### src/rtl/board_io_pkg.sv
// board_io_pkg: board input/output widths, mask types and default rate constants
// shared by the button/switch reader and the LED driver.
package board_io_pkg;
   localparam int NUM_BTN          = 5;
   localparam int NUM_SW           = 8;
   localparam int DEF_TICK_DIV     = 50000;
   localparam int DEF_STABLE_TICKS = 8;
   typedef logic [NUM_BTN-1:0] btn_mask_t;
   typedef logic [NUM_SW-1:0]  sw_mask_t;
endpackage

### src/rtl/debounce_bit.sv
// debounce_bit: flips its level after STABLE_TICKS consecutive disagreeing ticks,
// with registered one-cycle rise/fall pulses aligned to the level change.
module debounce_bit #(
   parameter int STABLE_TICKS = 8
) (
   input  logic clk,
   input  logic rst_n,
   input  logic tick,
   input  logic din_sync,
   output logic level,
   output logic rise,
   output logic fall
);
   localparam int CW = STABLE_TICKS > 1 ? $clog2(STABLE_TICKS) : 1;
   logic [CW-1:0] r_cnt;
   logic          r_level, r_rise, r_fall;
   logic          w_diff, w_flip;
   assign w_diff = din_sync ^ r_level;
   assign w_flip = tick && w_diff && (r_cnt == CW'(STABLE_TICKS - 1));
   always_ff @(posedge clk or negedge rst_n) begin
      if (!rst_n) begin
         r_cnt   <= '0;
         r_level <= 1'b0;
         r_rise  <= 1'b0;
         r_fall  <= 1'b0;
      end else begin
         r_cnt   <= !tick ? r_cnt : (w_diff && !w_flip) ? r_cnt + 1'b1 : '0;
         r_level <= r_level ^ w_flip;
         r_rise  <= w_flip && din_sync;
         r_fall  <= w_flip && !din_sync;
      end
   end
   assign level = r_level;
   assign rise  = r_rise;
   assign fall  = r_fall;
endmodule

### src/rtl/btn_sw_reader.sv
// btn_sw_reader: synchronizes and debounces push-buttons and switches, emits edge
// pulses, and queues button-press masks behind a valid/ready handshake.
module btn_sw_reader
   import board_io_pkg::*;
#(
   parameter int TICK_DIV     = DEF_TICK_DIV,
   parameter int STABLE_TICKS = DEF_STABLE_TICKS,
   parameter int FIFO_DEPTH   = 4
) (
   input  logic      clk,
   input  logic      rst_n,
   input  btn_mask_t btn,
   input  sw_mask_t  sw,
   output btn_mask_t btn_level,
   output btn_mask_t btn_press,
   output btn_mask_t btn_release,
   output sw_mask_t  sw_level,
   output logic      sw_change,
   output logic      evt_valid,
   output btn_mask_t evt_mask,
   input  logic      evt_ready,
   output logic      evt_ovf,
   input  logic      ovf_clr
);
   localparam int NB = NUM_BTN + NUM_SW;
   localparam int PW = TICK_DIV > 1 ? $clog2(TICK_DIV) : 1;
   localparam int AW = $clog2(FIFO_DEPTH);
   logic [NB-1:0] r_sync1, r_sync2;
   logic [NB-1:0] w_level, w_rise, w_fall;
   logic [PW-1:0] r_pre;
   logic          w_tick;
   btn_mask_t     r_mem [FIFO_DEPTH];
   logic [AW:0]   r_wp, r_rp;
   logic          r_ovf;
   logic          w_empty, w_full, w_pop, w_push, w_drop;
   assign w_tick = r_pre == PW'(TICK_DIV - 1);
   always_ff @(posedge clk or negedge rst_n) begin
      if (!rst_n) begin
         r_sync1 <= '0;
         r_sync2 <= '0;
         r_pre   <= '0;
      end else begin
         r_sync1 <= {sw, btn};
         r_sync2 <= r_sync1;
         r_pre   <= w_tick ? '0 : r_pre + 1'b1;
      end
   end
   for (genvar i = 0; i < NB; i++) begin : g_db
      debounce_bit #(.STABLE_TICKS(STABLE_TICKS)) u_db (
         .clk     (clk),
         .rst_n   (rst_n),
         .tick    (w_tick),
         .din_sync(r_sync2[i]),
         .level   (w_level[i]),
         .rise    (w_rise[i]),
         .fall    (w_fall[i])
      );
   end
   assign btn_level   = w_level[NUM_BTN-1:0];
   assign btn_press   = w_rise[NUM_BTN-1:0];
   assign btn_release = w_fall[NUM_BTN-1:0];
   assign sw_level    = w_level[NB-1:NUM_BTN];
   assign sw_change   = (|w_rise[NB-1:NUM_BTN]) | (|w_fall[NB-1:NUM_BTN]);
   // Extra wrap bit on the pointers distinguishes full from empty.
   assign w_empty = r_wp == r_rp;
   assign w_full  = (r_wp[AW] != r_rp[AW]) && (r_wp[AW-1:0] == r_rp[AW-1:0]);
   assign w_pop   = !w_empty && evt_ready;
   assign w_push  = (|btn_press) && (!w_full || w_pop);
   assign w_drop  = (|btn_press) && w_full && !w_pop;
   always_ff @(posedge clk or negedge rst_n) begin
      if (!rst_n) begin
         for (int k = 0; k < FIFO_DEPTH; k++) r_mem[k] <= '0;
         r_wp  <= '0;
         r_rp  <= '0;
         r_ovf <= 1'b0;
      end else begin
         if (w_push) r_mem[r_wp[AW-1:0]] <= btn_press;
         if (w_push) r_wp <= r_wp + 1'b1;
         if (w_pop) r_rp <= r_rp + 1'b1;
         r_ovf <= w_drop | (r_ovf & ~ovf_clr);
      end
   end
   assign evt_valid = !w_empty;
   assign evt_mask  = w_empty ? '0 : r_mem[r_rp[AW-1:0]];
   assign evt_ovf   = r_ovf;
endmodule

### config.mk
export PLATFORM = sky130hd
export DESIGN_NAME = btn_sw_reader
export DESIGN_NICKNAME = d
export VERILOG_FILES = /design/src/rtl/board_io_pkg.sv /design/src/rtl/debounce_bit.sv /design/src/rtl/btn_sw_reader.sv
export SDC_FILE = /design/constraint.sdc
export NUM_CORES = 1
export LEC_CHECK = 0
export BUFFER_PORTS_ARGS = -buffer_cell sky130_fd_sc_hd__buf_2
export CAP_MARGIN = 10
export CORE_ASPECT_RATIO = 1.4
export CORE_UTILIZATION = 41
export CTS_BUF_LIST = sky130_fd_sc_hd__clkbuf_8
export DETAILED_ROUTE_END_ITERATION = 8
export GPL_ROUTABILITY_DRIVEN = 1
export PLACE_DENSITY_LB_ADDON = 0.2
export SLEW_MARGIN = 20
export SYNTH_ARGS = -nofsm -noshare
export SYNTH_HDL_FRONTEND = slang
export SYNTH_SLANG_ARGS = --single-unit
### constraint.sdc
create_clock -name clk -period 2.8 [get_ports clk]
set_input_delay 0.28 -clock clk [delete_from_list [all_inputs] [get_ports clk]]
set_output_delay 0.28 -clock clk [all_outputs]
set_load 0.03 [all_outputs]
After elaboration in Yosys (flattened, before gate mapping)
Cells that the tools add are included.

Add/sub/neg operators: 16. Multiply operators: 0. Div/mod/pow operators: 0. $lt $le $gt $ge: 3. Eq/ne operators: 17. Shift-type cells: 0. Mux-type cells: 21. Bitwise logic cells: 32. Reductions and logical operators: 104.

Operator list (number): 1-bit logical AND (71); 3-bit by 1-bit adder with 3-bit output (second input constant) (15); 3-bit == test (second input constant) (13); 3-bit two-way mux (13); 1-bit zero test (29); 1-bit XOR (26); 20-bit bitwise mux (1); 5-bit two-way mux (4); 16-bit by 1-bit adder with 16-bit output (second input constant) (1); 16-bit == test (second input constant) (1); 16-bit two-way mux (1); 8-bit OR reduction (2); 5-bit binary-select mux with 2-bit select (1); 5-bit demux with 2-bit select (1); 3-bit >= comparator (second input constant) (2); 2-bit NOT with 3-bit output (2); 5-bit OR reduction (1); 3-bit == test (1); 3-bit by 1-bit less-than comparator with 1-bit output (second input constant) (1); 2-bit == test (1); 1-bit OR (2); 1-bit AND (1); 1-bit logical OR (1); 1-bit != test (1); 1-bit NOT (1).

Register bits after elaboration: 147. Bits in latches: 0. Bits in writable memories: 0. ROM bits: 0. Output and inout bits: 31. Logic and storage cells: 255. Memories: 0.

Logic depth before layout (Yosys ltp)
Depth in word-level cells: 6. Gate-level depth with buffers: 8. Gate-level depth less buffers: 5.

Modules after synthesis
A second synthesis with hierarchy kept.

Cells, all modules: 486. Area total of the unflattened synthesis: 6326.1 um2.

Modules (own cells, without submodules): debounce_bit (instances 13, cells an instance 22, area an instance 265.3 um2, seq. area each 150.1 um2); btn_sw_reader (instances 1, cells an instance 200, area an instance 2877.8 um2, seq. area each 1726.7 um2).

Least setup slack after synthesis
No wires, ideal clock.

Path type: register -> register. Start: register r_pre[0]. End: register g_db[0].u_db.r_level. Setup time: 0.125 ns. Arrival time: 1.628 ns. Setup slack: 1.047 ns. Stages on the path, launching flop included: 8. Buffers on the path: 2. Clock period less this slack: 1.753 ns. Cells stage by stage: dfrtp_1 -> ha_1 -> and3_1 -> and4_1 -> buf_4 -> buf_6 -> nand2_1 -> mux2_2.

Longest elaborated chain between the ends: 4.

Ends and longest elaborated chain: start, declared (line btn_sw_reader.sv:30) `logic [PW-1:0] r_pre;`; start signal, assigned (line btn_sw_reader.sv:45) `r_pre <= w_tick ? '0 : r_pre + 1'b1;`; 16-bit == test (line btn_sw_reader.sv:36) `assign w_tick = r_pre == PW'(TICK_DIV - 1);`; 1-bit logical AND (2 in a row) (line debounce_bit.sv:19) `assign w_flip = tick && w_diff && (r_cnt == CW'(STABLE_TICKS - 1));`; 1-bit XOR (line debounce_bit.sv:28) `r_level <= r_level ^ w_flip;`; end signal, assigned (line debounce_bit.sv:28); end, declared (line debounce_bit.sv:16) `logic r_level, r_rise, r_fall;`.

No other way between the ends. A chain may end at the register's enable or synchronous reset.

Worst setup path in the final report
Start: register r_rp[0]. End: output port evt_mask[4].

Longest elaborated chain between the ends: 5. Elaborated cells between the ends (all ways): 6. Those cells by class: eq/ne (1); mux (4); bitwise (1).

Ends and longest elaborated chain: start, declared (line btn_sw_reader.sv:33) `logic [AW:0] r_wp, r_rp;`; start signal, assigned (line btn_sw_reader.sv:79) `if (w_pop) r_rp <= r_rp + 1'b1;`; 2-bit NOT with 3-bit output (not written as such) (line btn_sw_reader.sv:84) `assign evt_mask = w_empty ? '0 : r_mem[r_rp[AW-1:0]];`; 5-bit binary-select mux with 2-bit select (line btn_sw_reader.sv:84); 5-bit two-way mux (not written as such) (2 in a row) (line btn_sw_reader.sv:84); 5-bit two-way mux (*) (line btn_sw_reader.sv:84); end, declared (line btn_sw_reader.sv:20) `output btn_mask_t evt_mask,`.

Mark *: on every way between the ends. The rest lies on a longest branch, timed or not. The select of a mux whose other input is x is not followed.

==> summary.txt <==
Outcome
  • Outcome: complete, no violations

Clocking
  • CTS tree: yes
  • Root buf cell: clkbuf_8
  • CTS clk-pin slew, worst paths: 0.07 ns
  • CTS Buffer Depth: 2
  • TritonCTS Buffers: 17
  • CTS HTree Levels: 4
  • # Post-CTS Setup Buffers: 0
  • Worst-skew pair later-pin latency: 0.44 ns
  • CTS Sinks: 147

Final layout
  • Non-Filler Instances: 791
  • Area of the multi-input gates: 2340 um2
  • Total Nets Final: 635
  • Design area: 7170 um2
  • Ant diodes: 0
  • Layout cells sized above 1: 22.0%
  • Fill count: 1348
  • Register area: 3680 um2
  • Area growth from synthesis to layout: 13.0%

Timing
  • Final worst-path cycle share: 79.6%
  • Rel. slew slack: 60.6%
  • Final Hold Fails: 0
  • Worst slew pin tran: 0.591 ns
  • Worst Skew: 0.00742 ns
  • Slew Viols, Final: 0
  • RSZ-0062 raised after global routing: no
  • Final setup TNS: 0 ns
  • Final critical path time including I/O delays and setup: 2.23 ns
  • F_max: 449 MHz
  • # setup viols final: 0

Power and ir drop
  • Leak: 0.00366 uW
  • Pwr dens: 531 nW/um2
  • Worst VDD drop: 0.000232 V
  • Final Power: 3800 uW

Placed design
  • IO buf count: 47
  • HPWL after detailed placement: 7.26 mm
  • Dpl cell area: 6630 um2
  • Inst Count DP: 744
  • Gpl congestion: 0.788

Detailed routing
  • DRT Pass-1 Iters: 4
  • WL per Instance: 13.2 um
  • DRC Markers: 0
  • Post-DR vias/cell: 4.84
  • Total number of vias: 3826
  • ANT nets after route: 0
  • Final wirelength: 10.5 mm
  • Number of DRC markers in iteration 0: 120

Global route
  • Overall routing resource usage: 14.7%
  • Antenna violations before repair: 0
  • Busiest grt layer: met2
  • First-pass GRT wire length: 18.0 mm
  • M3 GR Usage: 4.59%
  • Vias in the first global route: 3798
  • Grt met1 use: 17.9%
  • Global route overflow: 0
  • Met2 Use GR: 23.9%
  • Largest net degree at the start of global routing: 64

Yosys
  • Post-synthesis simple-gate area fraction: 17.4%
  • Adder-cell share of the synthesized area: 6.31%
  • Synth cell types: 33
  • Sequential-to-total area share from yosys stat: 58.0%
  • Post-synth top flop: dfrtp_1
  • Post-synth top area share: 58.0%
  • Syn nets: 585
  • Synth Register Bits: 147
  • Compound-gate portion of the synthesized area: 2.37%
  • Synthesized cell area: 6340 um2
  • Mux contribution to synthesized area: 8.15%
  • Post-Syn Area per Cell: 11.8 um2
  • Largest area contributor in the netlist: dfrtp_1
  • Synth area leaders: dfrtp_1 (58%), ha_1 (6.3%), mux2_2 (5.9%)
  • Main combinational cell family by area after synthesis: simple AND/OR/NAND/NOR gates
  • Xor and xnor area share after synthesis: 2.62%
  • Post-synth EDFFs: 0
  • Synth warn: 0
  • Mapped Cells: 536
  • Synth async-reset ratio: 100%

Die
  • I/O pins: 48
  • Rows: 53
  • Starting density of the core: 42.1%
  • Core area: 15100 um2
  • Die area: 16000 um2
  • Die Y: 149 um
  • Die X: 107 um

Worst setup path
  • CP cell instances: mux4_2 > and2_1 > buf_2
  • Critical Path Fanout Max: 8
  • Worst path required time: 2.52 ns
  • Largest stage delay on the critical path: 0.62 ns
  • Crit-path leading delay family: flip-flops
  • CP endpoint kind: output pin
  • Crit path DAT: 1.95 ns
  • WP buf/inv: 1
  • Critical path class: reg2out
  • Slowest stage cell, crit path: dfrtp_1
  • Worst setup SP type: flip-flop

Hold path
  • Hold WC Path Type: in2reg

Run
  • Max-cap check violation count: 0
## cell families after synthesis
kind of cell | count (synthesis)
and+or+nand+nor | 213
DFF | 147
buffers and inverters | 54
muxes | 41
adders and majority gates | 32
AOI/OAI and AO/OA | 30
xor gates and xnor gates | 19
## layout by cell type, fill, tap and decap left out, types with 5 or more instances in the layout
| cell | n |
|---|---|
| xor2_1 | 7 |
| o21ai_0 | 16 |
| nand2b_1 | 26 |
| a21oi_1 | 14 |
| dfrtp_1 | 147 |
| nand3_1 | 43 |
| dlygate4sd3_1 | 15 |
| clkinv_2 | 5 |
| nand2_1 | 74 |
| clkbuf_8 | 22 |
| xnor2_1 | 12 |
| mux4_2 | 5 |
| buf_2 | 46 |
| mux2_2 | 33 |
| nor2_1 | 35 |
| nor4_1 | 7 |
| inv_1 | 18 |
| and2_1 | 6 |
| ha_1 | 32 |
| nand4_1 | 5 |
## final timing paths
| kind | depth (start not counted) | start | end | slack (ns) |
|---|---|---|---|---|
| hold reg to reg | 0 | r_sync1[0] | r_sync2[0] | 0.35 |
| min in group asynchronous | 2 | rst_n | r_sync2[6] | 0.38 |
| setup / recovery | 3 | r_rp[0] | evt_mask[4] | 0.57 |
| setup reg to reg | 6 | r_pre[0] | g_db[6].u_db.level | 0.75 |
| hold / removal | 3 | evt_ready | r_rp[2] | 0.14 |
| max in group asynchronous | 3 | rst_n | g_db[10].u_db.r_cnt[2] | 1.64 |
## routing by layer
layer | routed length, um | vias to the layer above
met2 | 5230 | 45
met1 | 4650 | 1886
met3 | 395 | 14
met5 | 0 | -
li1 | - | 1881
met4 | 195 | 0
## tightest hold or removal path, stage by stage
cell and delay [ns]:
buf_2 0.12, nand3_1 0.08, xnor2_1 0.06
## power breakdown
group	total (uW)	internal (uW)	switching (uW)
Combinational	92.7	34.1	58.6
Clock	1560	809	753
Sequential	2150	2140	9.05
## final cells by class
class,count,area share [%]
inverter,17,0.891
clock inverter,10,1.13
tap,192,3.35
multi-input combinational,335,32.6
sequential,147,51.3
clock buffer,22,4.23
timing repair buffer,68,6.44
## through the flow
stage                     setup WS [ns]  util, %  hold WS [ns]
after detailed placement          0.756     44.1         0.306
after floorplan                    1.05        -       -0.0156
after CTS                         0.502     47.6         0.112
after global routing              0.379     47.6         0.114
after global placement            0.818     44.1         0.296
final                             0.572     47.6         0.143
## timing repair
action                    4_1_cts  5_1_grt
hold endpoints to repair       75        0
gates resized for setup         0        0
hold buffers                   15        0
## cells in the mapped netlist (all sizes together), types with 3 or more instances
| cell | instances |
|---|---|
| dfrtp | 147 |
| nand2 | 74 |
| nand3 | 43 |
| nor2 | 36 |
| mux2 | 35 |
| buf | 34 |
| ha | 32 |
| nand2b | 26 |
| inv | 17 |
| o21ai | 16 |
| a21oi | 14 |
| xnor2 | 12 |
| nor4 | 7 |
| xor2 | 7 |
| and2 | 6 |
| mux4 | 5 |
| nand4 | 5 |
| nor3b | 4 |
| and3 | 3 |
| clkbuf | 3 |
## registers in the layout (all words and copies together), names as in the netlist
register and count:
r_mem 20, r_pre 16, r_wp 3, g_db.u_db.fall 13, g_db.u_db.level 13, r_sync2 13
r_rp 3, g_db.u_db.r_cnt 39, evt_ovf 1, r_sync1 13, g_db.u_db.rise 13
(Power assumes the default switching activity.)
